[src/rtl/pc_fetch_ctrl.sv]
// pc_fetch_ctrl -- instruction-fetch sequencer.
//
// Owns the program counter, issues one instruction-memory request at a time,
// presents each fetched word to decode with a valid/stall handshake and applies
// branch/jump redirects from execute.
//
// Optional feature macro: PC_WRAP_EN
//   defined   : next_pc(p) = RESET_PC when p+4 >= PC_LIMIT, else p+4
//   undefined : next_pc(p) = p+4 modulo 2^32 (PC_LIMIT unused)
//
// Parameters:
//   RESET_PC  PC after reset and the wrap target
//   PC_LIMIT  first address past the program region (wrap threshold)
//
// Ports:
//   clk, rst             clock (rising edge), asynchronous active-high reset
//   stall                decode cannot accept the presented instruction
//   redirect_valid/_pc   one-cycle redirect; target bits [1:0] forced to 0
//   imem_req/_addr       fetch request (held until ack) and address (= pc)
//   imem_ack/_rdata      memory response
//   pc                   current fetch PC
//   inst_valid/inst/inst_pc  instruction presented to decode
//   issue_count          instructions accepted by decode (wraps at 2^32)

module pc_fetch_ctrl #(
    parameter logic [31:0] RESET_PC = 32'h0000_0000,
    parameter logic [31:0] PC_LIMIT = 32'h0000_0100
) (
    input  logic        clk,
    input  logic        rst,
    input  logic        stall,
    input  logic        redirect_valid,
    input  logic [31:0] redirect_pc,
    output logic        imem_req,
    output logic [31:0] imem_addr,
    input  logic        imem_ack,
    input  logic [31:0] imem_rdata,
    output logic [31:0] pc,
    output logic        inst_valid,
    output logic [31:0] inst,
    output logic [31:0] inst_pc,
    output logic [31:0] issue_count
);

    typedef enum logic [1:0] {
        S_IDLE,
        S_FETCH,
        S_ISSUE
    } state_t;

    state_t      state_q, state_d;
    logic [31:0] pc_q, pc_d;
    logic [31:0] inst_q, inst_d;
    logic [31:0] inst_pc_q, inst_pc_d;
    logic [31:0] cnt_q, cnt_d;
    logic [31:0] redir_tgt;
    logic [31:0] pc_plus4;
    logic [31:0] pc_next;

    assign redir_tgt = redirect_pc & ~32'd3;
    assign pc_plus4  = pc_q + 32'd4;

`ifdef PC_WRAP_EN
    assign pc_next = (pc_plus4 >= PC_LIMIT) ? RESET_PC : pc_plus4;
`else
    assign pc_next = pc_plus4;
    logic unused_pc_limit;
    assign unused_pc_limit = ^PC_LIMIT;
`endif

    always_ff @(posedge clk or posedge rst) begin
        if (rst) begin
            state_q   <= S_IDLE;
            pc_q      <= RESET_PC;
            inst_q    <= '0;
            inst_pc_q <= '0;
            cnt_q     <= '0;
        end else begin
            state_q   <= state_d;
            pc_q      <= pc_d;
            inst_q    <= inst_d;
            inst_pc_q <= inst_pc_d;
            cnt_q     <= cnt_d;
        end
    end

    always_comb begin
        state_d   = state_q;
        pc_d      = pc_q;
        inst_d    = inst_q;
        inst_pc_d = inst_pc_q;
        cnt_d     = cnt_q;
        unique case (state_q)
            S_IDLE: begin
                if (redirect_valid) pc_d = redir_tgt;
                state_d = S_FETCH;
            end
            S_FETCH: begin
                // A redirect wins over a coincident ack: the returned word
                // belongs to the old path and is dropped.
                if (redirect_valid) begin
                    pc_d = redir_tgt;
                end else if (imem_ack) begin
                    inst_d    = imem_rdata;
                    inst_pc_d = pc_q;
                    pc_d      = pc_next;
                    state_d   = S_ISSUE;
                end
            end
            S_ISSUE: begin
                // Redirect squashes the presented instruction even if stalled.
                if (redirect_valid) begin
                    pc_d    = redir_tgt;
                    state_d = S_FETCH;
                end else if (!stall) begin
                    cnt_d   = cnt_q + 32'd1;
                    state_d = S_FETCH;
                end
            end
            default: state_d = S_IDLE;
        endcase
    end

    // Outputs decode straight from state so reset clears them without an edge.
    assign imem_req    = (state_q == S_FETCH);
    assign imem_addr   = pc_q;
    assign pc          = pc_q;
    assign inst_valid  = (state_q == S_ISSUE);
    assign inst        = inst_q;
    assign inst_pc     = inst_pc_q;
    assign issue_count = cnt_q;

endmodule

[config.mk]
export PLATFORM = sky130hd
export DESIGN_NAME = pc_fetch_ctrl
export DESIGN_NICKNAME = d
export VERILOG_FILES = /design/src/rtl/pc_fetch_ctrl.sv
export SDC_FILE = /design/constraint.sdc
export NUM_CORES = 1
export LEC_CHECK = 0
export ABC_AREA = 1
export CAP_MARGIN = 20
export CELL_PAD_IN_SITES_DETAIL_PLACEMENT = 1
export CELL_PAD_IN_SITES_GLOBAL_PLACEMENT = 1
export CORE_MARGIN = 1.5
export CORE_UTILIZATION = 30
export CTS_CLUSTER_SIZE = 28
export DETAILED_ROUTE_END_ITERATION = 7
export GPL_TIMING_DRIVEN = 0
export PLACE_DENSITY_LB_ADDON = 0.1
export SYNTH_ARGS = -nofsm -noshare
export SYNTH_HDL_FRONTEND = slang
export SYNTH_SLANG_ARGS = --single-unit
[constraint.sdc]
create_clock -name clk -period 5.3 [get_ports clk]
set_clock_uncertainty 0.1 [all_clocks]
set_input_delay 0.53 -clock clk [delete_from_list [all_inputs] [get_ports clk]]
set_output_delay 0.53 -clock clk [all_outputs]
set_load 0.02 [all_outputs]
==> results.sh, run 1 <==
export IMPL_insertion_delay_ns=0.41
export IMPL_ys_warnings_count=0
export IMPL_cts_root_buf="clkbuf_16"
export IMPL_ant_nets=0
export IMPL_intPower_w=0.00331
export IMPL_grt_pass1_wl_um=34600
export IMPL_htreeDepth=4
export IMPL_gp_congestion=0.812
export IMPL_fmax_ghz=0.427
export IMPL_required_ns=4.67
export IMPL_n_antenna_cell=0
export IMPL_io_pins=231
export IMPL_wl_per_cell_um=16.0
export IMPL_p_comb_frac=0.499
export IMPL_worst_path_max_fanout=6
export IMPL_ys_flop_type="dfrtp_1"
export IMPL_die_x_um=152
export IMPL_switching_share=0.411
export IMPL_switchingPower_w=0.00231
export IMPL_cts_tree="built"
export IMPL_worstMarginPinSlew_ns=0.723
export IMPL_synth_area_leader_cell="dfrtp_1"
export IMPL_vias_per_cell=4.55
export IMPL_yosysMostFrequentCell="nand2_1"
export IMPL_maxSlewViolCount=0
export IMPL_layout_min_cycle_time_ns=2.34
export IMPL_postSynth_asyncResetShare=1.00
export IMPL_fin_nets=1148
export IMPL_netlist_area_mm2=0.00662
export IMPL_io_buffers=222
export IMPL_syn_inst=830
export IMPL_drt_first_pass_iters=6
export IMPL_post_dp_cell_area_mm2=0.00924
export IMPL_finalCritPeriodShare=0.442
export IMPL_start_util=0.304
export IMPL_grt_max_degree=75
export IMPL_cts_buffers=17
export IMPL_hold_viol=0
export IMPL_peakVddDrop_v=0.000305
export IMPL_syn_area_per_cell_um2=7.97
export IMPL_synth_cell_type_count=37
export IMPL_die_area_mm2=0.0230
export IMPL_powerDensity_mw_per_mm2=573
export IMPL_synth_edf_count=0
export IMPL_yosys_top_cells_count="nand2_1 (249), dfrtp_1 (126), nor2_1 (115)"
export IMPL_track_usage=0.199
export IMPL_crit_type="reg -> out"
export IMPL_antenna_found_initial=0
export IMPL_holdBufCountCts=0
export IMPL_rows=54
export IMPL_drt_drc_violations_left=0
export IMPL_dp_hpwl_um=17000
export IMPL_ys_ff_latch=126
export IMPL_total_leakage_power_nw=4.45
export IMPL_rsz0062_at_grt="no"
export IMPL_postCtsSetupBuffers=0
export IMPL_core_area_mm2=0.0218
export IMPL_final_cell_area_mm2=0.00980
export IMPL_grt_pass1_vias=6411
export IMPL_drive_gt1_frac=0.124
export IMPL_ys_seq_area_frac=0.477
export IMPL_cts_resized=0
export IMPL_relSlewSlack=0.515
export IMPL_routed_wl_um=22000
export IMPL_synth_top_area_share=0.477
export IMPL_whs_ns=0.383
export IMPL_die_y_um=152
export IMPL_syn2layout_area_growth_pct=48.1
export IMPL_clockBufferDepth=2
export IMPL_seqPwrFrac=0.304
export IMPL_arrival_ns=1.71
export IMPL_gr_total_overflow=0
export IMPL_status="finished, final reports clean"
export IMPL_hold_path_class="reg -> reg"
export IMPL_clk_pin_slew_ns=0.06
export IMPL_setup_violations=0
export IMPL_power_frac_clock=0.197
export IMPL_drt_iter0_drc=192
export IMPL_maxCapViolCount=0
export IMPL_start_kind="flip-flop"
export IMPL_vias=6234
export IMPL_end_kind="primary output"
export IMPL_clock_sinks=126
export IMPL_synthTopCellsByArea="dfrtp_1 (48%), nand2_1 (14%), nor2_1 (6.5%)"
## cell families (layout without fill, tap and decap cells)
family                     Yosys count  count (layout)  share of synthesized area
adders and majority gates            2               2                    0.00378
and+or+nand+nor                    433             433                      0.269
DFF                                126             126                      0.477
AOI/OAI and AO/OA                   76              76                     0.0603
other                                1               6                   0.000567
xor gates and xnor gates            21              21                     0.0278
buffers and inverters              135             390                      0.100
muxes                               36              36                     0.0613
## per-layer routing
layer	vias up	track usage	routed length, um	share of wire
met5	-	0	0	0
met4	0	0.0524	289	0.013
met3	17	0.0353	780	0.035
met2	131	0.350	11300	0.51
met1	3021	0.250	9590	0.44
li1	3065	-	-	-
## registers in the layout, summed over array words and instances, names as in the netlist
signal       cells
inst            32
issue_count     32
state_q          2
inst_pc         30
imem_addr       30
## cell usage in the layout, fill, tap and decap left out, drive strengths merged, types with 3 or more instances in the layout
| cell type | count |
|---|---|
| nand2 | 251 |
| clkdlybuf4s50 | 222 |
| dfrtp | 126 |
| nor2 | 125 |
| inv | 79 |
| o21ai | 56 |
| buf | 48 |
| nand3 | 39 |
| mux2 | 36 |
| clkbuf | 28 |
| xor2 | 16 |
| a21oi | 10 |
| clkinv | 8 |
| nand4 | 7 |
| conb | 6 |
| xnor2 | 5 |
| nor3 | 5 |
| o22ai | 4 |
| clkinvlp | 4 |
| nand3b | 3 |
## stage by stage
| step | TNS (ns) | utilization | instances | setup WS [ns] | power [W] |
|---|---|---|---|---|---|
| after floorplan | 0 | - | 835 | 1.31 | 0.00312 |
| after global placement | -113.13 | 0.423 | 1337 | -0.904 | 0.00450 |
| after detailed placement | 0 | 0.425 | 1338 | 2.59 | 0.00455 |
| after CTS | 0 | 0.451 | 1370 | 2.93 | 0.00569 |
| after global routing | 0 | 0.451 | 1370 | 2.89 | 0.00598 |
| final | 0 | 0.451 | 1370 | 2.96 | 0.00561 |
## final timing paths
| check | endpoint | from | depth (start not counted) | slack (ns) |
|---|---|---|---|---|
| hold reg to reg | inst_pc[22]$_DFFE_PP0P_ | inst_pc[22]$_DFFE_PP0P_ | 2 | 0.38 |
| hold / removal | inst_pc[22]$_DFFE_PP0P_ | inst_pc[22]$_DFFE_PP0P_ | 2 | 0.38 |
| min in group asynchronous | issue_count[7]$_DFFE_PP0P_ | rst | 2 | 0.44 |
| max in group asynchronous | inst_pc[17]$_DFFE_PP0P_ | rst | 3 | 3.91 |
| setup / recovery | pc[14] | imem_addr[14]$_DFFE_PP0P_ | 2 | 2.96 |
| setup reg to reg | imem_addr[28]$_DFFE_PP0P_ | imem_addr[3]$_DFFE_PP0P_ | 10 | 3.22 |
## critical path, stage by stage (launching register included)
cell and delay [ns]:
dfrtp_1 0.49, buf_4 0.16, clkdlybuf4s50_1 0.65
## layout make-up
class                           count  area (um^2)
Tap cell                          280          350
Clock inverter                     13          119
Buffer                             56          365
Clock buffer                       19          443
Multi-Input combinational cell    574         2820
Timing Repair Buffer              223         2250
Fill cell                        2646        12000
Inverter                           79          304
Sequential cell                   126         3150
## power groups by stage
stage               Clock, W  Sequential [W]  Combinational, W
floorplan                  0         0.00207           0.00105
global placement           0         0.00171           0.00280
detailed placement         0         0.00172           0.00283
CTS                  0.00114         0.00171           0.00285
global route         0.00119         0.00177           0.00301
finish               0.00111         0.00170           0.00280
(Power assumes the default switching activity.)
==> inputs of run 2 (changes only) <==
Clock period 5.3 ns to 2.4 ns, I/O delays scaled along.
==> run 2 against run 1 <==
Net effect:
- highest routed layer unchanged
- utilization up 0.25 points
- sequential share of layout area down 0.18 points
- worst setup slack worse by 2.6 ns
- clock power up 130%
- register-to-register slack worse by 2.9 ns
- count of clock-buffer cells in the layout unchanged
- die area unchanged
- non-clock buffer count up 2
- design area up 0.55%
- sequential cell count unchanged
- via count up 0.16%
- critical path depth unchanged
==> results.sh, run 2 (synthesized netlist as in run 1, its figures left out) <==
export IMPL_status="finished, final reports clean"
export IMPL_io_buffers=222
export IMPL_switching_share=0.409
export IMPL_final_cell_mix="nand2_1 (249), clkdlybuf4s50_1 (222), dfrtp_1 (126)"
export IMPL_core_area_mm2=0.0218
export IMPL_required_ns=2.06
export IMPL_hold_path_class="in -> async"
export IMPL_cts_buffers=17
export IMPL_switchingPower_w=0.00513
export IMPL_die_area_mm2=0.0230
export IMPL_holdBufCountCts=0
export IMPL_seqPwrFrac=0.300
export IMPL_syn2layout_area_growth_pct=49.0
export IMPL_start_util=0.304
export IMPL_dp_hpwl_um=17200
export IMPL_p_comb_frac=0.495
export IMPL_rsz0062_at_grt="no"
export IMPL_crit_type="reg -> out"
export IMPL_cts_tree="built"
export IMPL_final_common_cell="nand2_1"
export IMPL_multiInputGateArea_mm2=0.00282
export IMPL_die_x_um=152
export IMPL_dp_slack_ns=-0.0344
export IMPL_routed_wl_um=22100
export IMPL_total_leakage_power_nw=4.47
export IMPL_post_dp_cell_area_mm2=0.00927
export IMPL_fin_ws_ns=0.353
export IMPL_seq_area_mm2=0.00315
export IMPL_layout_min_cycle_time_ns=2.05
export IMPL_fin_nets=1150
export IMPL_htreeDepth=4
export IMPL_drt_drc_violations_left=0
export IMPL_worstMarginPinSlew_ns=0.855
export IMPL_postCtsSetupBuffers=0
export IMPL_drive_gt1_frac=0.125
export IMPL_drt_first_pass_iters=4
export IMPL_intPower_w=0.00741
export IMPL_powerDensity_mw_per_mm2=1270
export IMPL_antenna_found_initial=0
export IMPL_relSlewSlack=0.429
export IMPL_peakVddDrop_v=0.000524
export IMPL_clk_pin_slew_ns=0.06
export IMPL_insertion_delay_ns=0.43
export IMPL_setup_violations=0
export IMPL_cts_resized=0
export IMPL_track_usage=0.202
export IMPL_finalCritPeriodShare=0.853
export IMPL_io_pins=231
export IMPL_ant_nets=0
export IMPL_cts_root_buf="clkbuf_16"
export IMPL_rows=54
export IMPL_maxSlewViolCount=0
export IMPL_final_cell_area_mm2=0.00986
export IMPL_setup_tns_ns=0
export IMPL_die_y_um=152
export IMPL_start_kind="flip-flop"
export IMPL_fmax_ghz=0.489
export IMPL_wl_per_cell_um=16.1
export IMPL_power_frac_clock=0.205
export IMPL_hold_viol=0
export IMPL_grt_pass1_vias=6377
export IMPL_drt_iter0_drc=311
export IMPL_arrival_ns=1.71
export IMPL_maxCapViolCount=0
export IMPL_grt_max_degree=40
export IMPL_nFillCells=2607
export IMPL_p_total_w=0.0125
export IMPL_vias_per_cell=4.55
export IMPL_clock_sinks=126
export IMPL_gp_congestion=0.804
export IMPL_gr_total_overflow=0
export IMPL_grt_pass1_wl_um=34900
export IMPL_clockBufferDepth=2
export IMPL_end_kind="primary output"
export IMPL_vias=6244
export IMPL_worst_path_max_fanout=6
export IMPL_n_antenna_cell=0
-- run 2: cell types whose count changed in the layout (fill, tap and decap cells not counted) --
cell | previous run | this run
buf_12 | 0 | 3
buf_16 | 1 | 0
bufinv_16 | 1 | 2
clkinv_4 | 5 | 4
-- run 2: layout make-up --
class	instances	area share
sequential	126	0.320
multi-input combinational	574	0.286
timing repair buffer	225	0.232
clock buffer	19	0.0449
buffer	56	0.0371
tap	280	0.0355
inverter	79	0.0307
clock inverter	13	0.0143
-- run 2: path summary, 6_finish.rpt --
path	start	end	slack [ns]	depth (start not counted)
max	imem_addr[14]$_DFFE_PP0P_	pc[14]	0.35	2
min	rst	inst[8]$_DFFE_PP0P_	0.23	2
max reg2reg	imem_addr[3]$_DFFE_PP0P_	imem_addr[28]$_DFFE_PP0P_	0.36	10
min reg2reg	inst_pc[9]$_DFFE_PP0P_	inst_pc[9]$_DFFE_PP0P_	0.38	2
max in group asynchronous	rst	imem_addr[23]$_DFFE_PP0P_	0.85	5
min in group clk	redirect_pc[3]	imem_addr[3]$_DFFE_PP0P_	0.29	3
-- run 2: layer usage --
metal	track usage	up-vias	wire, um	part of all wire
met4	0.0543	0	256	0.012
met2	0.351	147	11400	0.52
met3	0.0383	19	814	0.037
met1	0.255	3000	9600	0.43
met5	0	-	0	0
li1	-	3078	-	-
-- run 2: power by group through the flow --
stage                     registers (W)  logic (W)  clock network, W
after floorplan                 0.00457    0.00233                 0
after global placement          0.00376    0.00618                 0
after detailed placement        0.00380    0.00626                 0
after CTS                       0.00377    0.00629           0.00264
after global routing            0.00392    0.00669           0.00274
final                           0.00376    0.00620           0.00257
-- run 2: stage by stage --
| stage | cells | hold WS, ns | utilization |
|---|---|---|---|
| global placement | 1337 | 0.366 | 0.423 |
| finish | 1372 | 0.229 | 0.453 |
| CTS | 1372 | 0.256 | 0.453 |
| global route | 1372 | 0.294 | 0.453 |
| floorplan | 835 | 0.290 | - |
| detailed placement | 1340 | 0.374 | 0.426 |
-- run 2: worst max-delay path: stages (launching register included) --
cell,delay [ns]
dfrtp_1,0.49
buf_4,0.16
clkdlybuf4s50_1,0.63
==> inputs of run 3 (changes only) <==
Settings changed: CTS_BUF_LIST set to sky130_fd_sc_hd__clkbuf_8.
==> run 3 against run 2 <==
Net effect:
- non-clock buffer count unchanged
- design area fell by 1.9%
- sequential power hardly changed
- register-to-register slack barely moved
- die area stayed put
==> results.sh, run 3 (synthesized netlist as in run 1, its figures left out) <==
export IMPL_total_leakage_power_nw=4.39
export IMPL_die_area_mm2=0.0230
export IMPL_relSlewSlack=0.430
export IMPL_io_pins=231
export IMPL_final_common_cell="nand2_1"
export IMPL_wl_per_cell_um=16.0
export IMPL_postCtsSetupBuffers=0
export IMPL_seq_area_mm2=0.00315
export IMPL_io_buffers=222
export IMPL_vias_per_cell=4.55
export IMPL_drt_iter0_drc=239
export IMPL_peakVddDrop_v=0.000513
export IMPL_holdBufCountCts=0
export IMPL_fmax_ghz=0.481
export IMPL_track_usage=0.200
export IMPL_maxCapViolCount=0
export IMPL_rsz0062_at_grt="no"
export IMPL_worstMarginPinSlew_ns=0.853
export IMPL_final_cell_mix="nand2_1 (249), clkdlybuf4s50_1 (222), dfrtp_1 (126)"
export IMPL_hold_path_class="in -> async"
export IMPL_ant_nets=0
export IMPL_nFillCells=2634
export IMPL_crit_type="reg -> out"
export IMPL_p_total_w=0.0118
export IMPL_status="finished, final reports clean"
export IMPL_antenna_found_initial=0
export IMPL_fin_nets=1150
export IMPL_insertion_delay_ns=0.46
export IMPL_cts_tree="built"
export IMPL_fin_util=0.444
export IMPL_multiInputGateArea_mm2=0.00282
export IMPL_grt_pass1_vias=6353
export IMPL_n_antenna_cell=0
export IMPL_arrival_ns=1.74
export IMPL_vias=6236
export IMPL_cp_top_family="buffers and inverters"
export IMPL_clock_sinks=126
export IMPL_grt_pass1_wl_um=34700
export IMPL_required_ns=2.06
export IMPL_grt_max_degree=40
export IMPL_hold_viol=0
export IMPL_start_kind="flip-flop"
export IMPL_cts_buffers=17
export IMPL_cts_root_buf="clkbuf_8"
export IMPL_start_util=0.304
export IMPL_powerDensity_mw_per_mm2=1220
export IMPL_htreeDepth=4
export IMPL_end_kind="primary output"
export IMPL_routed_wl_um=21900
export IMPL_die_y_um=152
export IMPL_die_x_um=152
export IMPL_cts_resized=0
export IMPL_drt_drc_violations_left=0
export IMPL_critPathBufInv=2
export IMPL_drive_gt1_frac=0.125
export IMPL_clk_pin_slew_ns=0.08
export IMPL_drt_first_pass_iters=4
export IMPL_gr_total_overflow=0
export IMPL_rows=54
export IMPL_syn2layout_area_growth_pct=46.1
export IMPL_setup_violations=0
export IMPL_max_stage_delay_ns=0.63
export IMPL_worst_path_max_fanout=6
export IMPL_gp_congestion=0.804
export IMPL_maxSlewViolCount=0
export IMPL_layout_min_cycle_time_ns=2.08
export IMPL_core_area_mm2=0.0218
export IMPL_path_cells="buf_4 > clkdlybuf4s50_1"
export IMPL_dp_hpwl_um=17200
export IMPL_finalCritPeriodShare=0.867
export IMPL_clockBufferDepth=2
export IMPL_cp_slowest_cell="clkdlybuf4s50_1"
-- run 3: worst register-to-register path: stages, from the launching register on --
cell and delay (ns):
dfrtp_1 0.44, ha_1 0.20, nand2_1 0.07, nor2_1 0.19
nand2_1 0.22, nor2_1 0.32, nand2_1 0.10, nand2_1 0.06
nand3_1 0.09, nand2_1 0.09, nand2_1 0.05
-- run 3: layout make-up --
cell class	instances	share of cell area
plain buffers	56	0.0378
multi-input cells	574	0.292
inverters	79	0.0313
repair buffers	225	0.236
clock buffers	18	0.0256
flip-flops and latches	126	0.326
well taps	280	0.0363
clock inverters	14	0.0150
-- run 3: stage by stage --
stage / std cells / area (um^2) / setup TNS [ns] / setup WS [ns] / hold slack [ns]
after floorplan: 835 / 6640 / 0 / 0.507 / 0.290
final: 1372 / 9660 / 0 / 0.319 / 0.199
after global placement: 1337 / 9210 / -103.91 / -0.839 / 0.366
after global routing: 1372 / 9660 / 0 / 0.111 / 0.246
after detailed placement: 1340 / 9270 / -0.0749 / -0.0344 / 0.374
after CTS: 1372 / 9660 / 0 / 0.279 / 0.201
-- run 3: routing by layer --
metal  wire length (um)  GRT usage  up-vias
li1                   -          -     3076
met1               9580      0.253     3007
met2              11300      0.348      131
met3                723     0.0311       22
met4                372     0.0673        0
met5                  0          0        -
-- run 3: where the power goes --
part           leakage [nW]  total, W  switching, W  internal (W)
clock network         0.196   0.00187      0.000924      0.000948
logic                  2.65   0.00620       0.00328       0.00292
registers              1.54   0.00375      0.000826       0.00293
total                  4.39    0.0118       0.00503       0.00680
-- run 3: path summary, 6_finish.rpt --
| path | slack [ns] | start | cells after the start | to |
|---|---|---|---|---|
| worst max-delay path | 0.32 | imem_addr[14]$_DFFE_PP0P_ | 2 | pc[14] |
| worst min-delay path | 0.20 | rst | 2 | inst[8]$_DFFE_PP0P_ |
| worst max register to register | 0.35 | imem_addr[3]$_DFFE_PP0P_ | 10 | imem_addr[28]$_DFFE_PP0P_ |
| worst min register to register | 0.39 | inst_pc[17]$_DFFE_PP0P_ | 2 | inst_pc[17]$_DFFE_PP0P_ |
| max in group asynchronous | 0.89 | rst | 5 | imem_addr[21]$_DFFE_PP0P_ |
| min in group clk | 0.25 | redirect_pc[3] | 3 | imem_addr[3]$_DFFE_PP0P_ |
